File: src/rtl/mult_pkg.sv
// Shared multiplier-path definitions: operand/product widths and splitter FSM states.
package mult_pkg;
  localparam int PROD_W = 32;
  localparam int OPND_W = 16;

  typedef enum logic [1:0] {IDLE, SEND_LO, SEND_HI} split_state_t;
endpackage

File: src/rtl/result_splitter.sv
// Narrows one 32-bit product word into 16-bit beats (low half first) over
// valid/ready on both sides, flagging products that overflow 16 bits.
module result_splitter
  import mult_pkg::*;
#(
  parameter int IN_W         = PROD_W,
  parameter int OUT_W        = OPND_W,
  parameter bit SKIP_ZERO_HI = 1'b0
) (
  input  logic             clk,
  input  logic             rst,
  input  logic [IN_W-1:0]  in_data,
  input  logic             in_valid,
  output logic             in_ready,
  output logic [OUT_W-1:0] out_data,
  output logic             out_valid,
  input  logic             out_ready,
  output logic             out_last,
  output logic             overflow
);

  if (IN_W != 2*OUT_W) begin : g_bad_width
    $error("result_splitter: IN_W must equal 2*OUT_W");
  end

  split_state_t    state, state_n;
  logic [IN_W-1:0] hold;
  logic            ovf_q;
  logic            beat_xfer, take;

  always_comb begin
    out_valid = (state != IDLE);
    out_data  = '0;
    out_last  = 1'b0;
    overflow  = 1'b0;
    case (state)
      SEND_LO: begin
        out_data = hold[OUT_W-1:0];
        out_last = SKIP_ZERO_HI && !ovf_q;
        overflow = ovf_q;
      end
      SEND_HI: begin
        out_data = hold[IN_W-1:OUT_W];
        out_last = 1'b1;
        overflow = ovf_q;
      end
      default: ;
    endcase

    beat_xfer = out_valid && out_ready;
    // Last-beat term lets the next word load in the same cycle: no bubble.
    in_ready  = (state == IDLE) || (beat_xfer && out_last);
    take      = in_valid && in_ready;

    state_n = state;
    case (state)
      IDLE:    if (take) state_n = SEND_LO;
      SEND_LO: if (beat_xfer) state_n = out_last ? (take ? SEND_LO : IDLE) : SEND_HI;
      SEND_HI: if (beat_xfer) state_n = take ? SEND_LO : IDLE;
      default: state_n = IDLE;
    endcase
  end

  always_ff @(posedge clk) begin
    if (rst) begin
      state <= IDLE;
      hold  <= '0;
      ovf_q <= 1'b0;
    end else begin
      state <= state_n;
      if (take) begin
        hold  <= in_data;
        ovf_q <= |in_data[IN_W-1:OUT_W];
      end
    end
  end

endmodule
File: config.mk
export PLATFORM = sky130hd
export DESIGN_NAME = result_splitter
export DESIGN_NICKNAME = d
export VERILOG_FILES = /design/src/rtl/mult_pkg.sv /design/src/rtl/result_splitter.sv
export SDC_FILE = /design/constraint.sdc
export NUM_CORES = 1
export LEC_CHECK = 0
export CORE_MARGIN = 1.5
export CORE_UTILIZATION = 45
export DETAILED_ROUTE_END_ITERATION = 10
export PLACE_DENSITY_LB_ADDON = 0.12
export SYNTH_ARGS = -nofsm -noshare
export SYNTH_HDL_FRONTEND = slang
export SYNTH_SLANG_ARGS = --single-unit
File: constraint.sdc
create_clock -name clk -period 2 [get_ports clk]
set_input_delay 0.4 -clock clk [delete_from_list [all_inputs] [get_ports clk]]
set_output_delay 0.4 -clock clk [all_outputs]
set_load 0.02 [all_outputs]
==> impl_summary.txt <==
----------------------------------------------------
[Drt]
  Vias ... 1685
  TritonRoute pass-1 iters ... 4
  1st-iter DRT viols ... 108
  Wire length reported by the detailed router ... 4300 um
  Average detailed-routed wire length per instance ... 13.3 um
  Via-to-Cell Ratio ... 5.20
  Post-route ant nets ... 0
  Number of design rule violations left after detail routing ... 0

[Placed design]
  Final weighted congestion of routability-driven global placement ... 0.765
  Setup WS pre-CTS ... -0.0799 ns
  Number of buffers added on ports ... 55
  Detailed placement HPWL ... 2860 um

[Global route]
  M2 GR Usage ... 36.8%
  Met1 capacity usage during global routing ... 27.4%
  Wire length of the first global-routing pass ... 7070 um
  Number of antenna violations at the first check in global routing ... 0
  Number of global-route vias before repair ... 1607
  All-Layer GR Usage ... 21.7%
  Most Crowded Layer GR ... met2
  Largest net degree at the start of global routing ... 34
  Total congestion overflow ... 0
  GR Layer Usage met3 ... 5.46%

[Floorplanning]
  Chip width ... 63.8 um
  Count of boundary I/O pins ... 56
  Die footprint ... 4070 um^2
  Initial Util ... 48.3%
  Core region area ... 3440 um^2
  Row cnt ... 21
  Die span in y ... 63.8 um

[CTS]
  Number of clock buffers inserted by TritonCTS ... 5
  Worst-case clock buffer depth ... 2
  TritonCTS clock tree ... yes
  # Post-CTS Setup Buffers ... 0
  Clock latency at the later pin of the worst-skew pair ... 0.28 ns
  CTS root buffer ... sky130_fd_sc_hd__clkbuf_8
  CTS Sinks ... 35
  CTS HTree Levels ... 2
  Total of hold buffers inserted after clock tree synthesis ... 0
  Clk slew on worst S/H paths ... 0.07 ns

[Synth]
  Number of nets produced by synthesis ... 254
  Distinct cells, synth ... 24
  Synth Area per Inst ... 7.80 um^2
  Sequential area share after synthesis ... 42.2%
  Post-synthesis register bit count ... 35
  Proportion of netlist area held by the largest area contributor ... 42.2%
  Cell type contributing the most total cell area after synthesis ... sky130_fd_sc_hd__dfxtp_1
  Yosys synthesis warning count ... 0
  Count of mapped cells out of synthesis ... 213
  Top post-synthesis cells by area ... sky130_fd_sc_hd__dfxtp_1 (42%), sky130_fd_sc_hd__nand2_1 (15%), sky130_fd_sc_hd__a21oi_1 (10%)
  Summed instance area of the synthesized netlist ... 1660 um^2

[Timing]
  Number of endpoints with negative hold slack in the final report ... 0
  Setup-violating endpoint count in the final report ... 0
  Slew headroom ... 75.7%
  Post-route worst hold slack ... 0.464 ns
  Minimum clock period after layout ... 1.96 ns
  Final Max Tran Viols ... 0
  Final period util ... 97.8%
  Final Worst Setup Slack ... 0.0432 ns
  Fin Clk Skew ... 0.00350 ns
  Worst Tran Pin Value ... 0.361 ns
  Maximum clock rate ... 511 MHz

[Worst setup path]
  Critical Path AT ... 1.56 ns
  Worst Reg2Reg Path Length in Cells ... 8
  Worst r2r dst ... hold[20]
  Req. time, crit path ... 1.60 ns
  Reg2Reg Launch Point ... state[0]
  Critical setup path kind ... reg2out
  Critical Path End Type ... output pin
  Slack of the worst reg-to-reg path ... 0.28 ns
  Startpoint types ... flip-flop
  Crit Path Max Fanout ... 9

[Finish]
  Number of diodes added for antenna fixing ... 0
  Most used cells in the layout excluding fill and tap cells ... sky130_fd_sc_hd__nand2_1 (65), sky130_fd_sc_hd__clkdlybuf4s50_1 (35), sky130_fd_sc_hd__a21oi_1 (34)
  Most frequent standard cell in the layout excluding fill and tap cells ... sky130_fd_sc_hd__nand2_1
  Core occupancy in the finished layout ... 73.8%
  Growth of design area from synthesis to finish ... 52.9%
  Fraction of layout cells with a size suffix above 1 ... 26.3%
  Layout net count ... 319

[Power and ir drop]
  Peak supply drop ... 0.000544 V
  Power per unit of standard cell area ... 960 nW/um^2
  Total leakage power ... 0.931 nW

[Min path]
  Hold Crit Endpoint ... hold[4]
  Cell depth of the worst min-delay path ... 2
  Type of the tightest min-delay check ... reg2reg
  Start point of the worst min-delay path ... hold[4]

[Status]
  Outcome ... complete, no violations

[Flow run]
  Max-cap check violation count ... 0

----------------------------------------------------
[critical path, stage by stage, from the launching register on]
cell and delay [ns]:
sky130_fd_sc_hd__dfxtp_2 0.34, sky130_fd_sc_hd__inv_2 0.07, sky130_fd_sc_hd__ha_4 0.19, sky130_fd_sc_hd__clkbuf_16 0.16, sky130_fd_sc_hd__a22oi_2 0.20, sky130_fd_sc_hd__nor2b_2 0.06, sky130_fd_sc_hd__clkdlybuf4s15_2 0.25
[per-layer routing]
metal  part of all wire, %  wire length [um]
met5                     0                 0
met4                  0.77                33
met3                   6.2               267
met2                    48              2080
met1                    45              1920
[area by class of cell]
class	instances	area (um^2)
inverter	3	11.3
timing repair buffer	74	729
clock buffer	6	82.6
multi-input combinational	159	952
sequential	35	703
tap	46	57.6
clock inverter	1	5.00
fill	277	901
[cell usage after synthesis]
cell type,count
sky130_fd_sc_hd__nand4_1,1
sky130_fd_sc_hd__a21o_4,1
sky130_fd_sc_hd__buf_2,4
sky130_fd_sc_hd__mux2i_1,1
sky130_fd_sc_hd__nor2_1,4
sky130_fd_sc_hd__a22oi_1,16
sky130_fd_sc_hd__nand2_1,65
sky130_fd_sc_hd__nor2b_1,19
sky130_fd_sc_hd__a21oi_1,34
sky130_fd_sc_hd__and2_4,1
sky130_fd_sc_hd__nor3_1,1
sky130_fd_sc_hd__buf_6,5
sky130_fd_sc_hd__inv_1,3
sky130_fd_sc_hd__and2_1,1
sky130_fd_sc_hd__nand2_2,1
sky130_fd_sc_hd__nand3_1,1
sky130_fd_sc_hd__a311oi_1,1
sky130_fd_sc_hd__dfxtp_1,35
sky130_fd_sc_hd__o21ai_0,1
sky130_fd_sc_hd__ha_1,5
sky130_fd_sc_hd__nor4_1,4
sky130_fd_sc_hd__nand2b_1,1
sky130_fd_sc_hd__o2bb2ai_1,1
sky130_fd_sc_hd__clkbuf_1,7
[worst max-delay path by stage]
stage	slack, ns	to	start
floorplan	0.07	out_data[10]	state[0]
global placement	-0.03	out_data[4]	state[1]
detailed placement	-0.08	out_data[10]	state[0]
CTS	-0.03	out_data[13]	state[1]
global route	-0.005	out_data[1]	state[0]
finish	0.04	out_data[13]	state[0]
[what timing repair did]
| action | in CTS | in global routing |
|---|---|---|
| endpoints found under the setup margin | 20 | 18 |
| resized for setup | 59 | 21 |
| cloned | 0 | 1 |
[cells by family (layout without fill, tap and decap cells)]
| group | count (synthesis) | count (layout) | synth area share (%) |
|---|---|---|---|
| AOI/OAI and AO/OA | 54 | 54 | 19.7 |
| adders and majority gates | 5 | 5 | 3.77 |
| buffers and inverters | 19 | 84 | 6.85 |
| DFF | 35 | 35 | 42.2 |
| muxes | 1 | 1 | 0.602 |
| and+or+nand+nor | 99 | 99 | 26.9 |
[through the flow]
stage | area (um^2) | std cells | setup TNS (ns) | total power [W]
2_1_floorplan | 1680 | 213 | 0 | 0.00146
3_3_place_gp | 2350 | 316 | -0.0949 | 0.00183
3_5_place_dp | 2350 | 316 | -0.432 | 0.00184
4_1_cts | 2480 | 323 | -0.167 | 0.00234
5_1_grt | 2540 | 324 | -0.00634 | 0.00259
6_report | 2540 | 324 | 0 | 0.00244
[sequential cells by signal, indices dropped and copies added, names as in the netlist]
register,flops
ovf_q,1
hold,32
state,2
[power by group]
group          leakage [nW]  internal [W]  switching [W]
clock network        0.0470      0.000270       0.000243
registers             0.288      0.000802      0.0000672
logic                 0.595      0.000529       0.000528
total                 0.931       0.00160       0.000837
(Power assumes the default switching activity.)
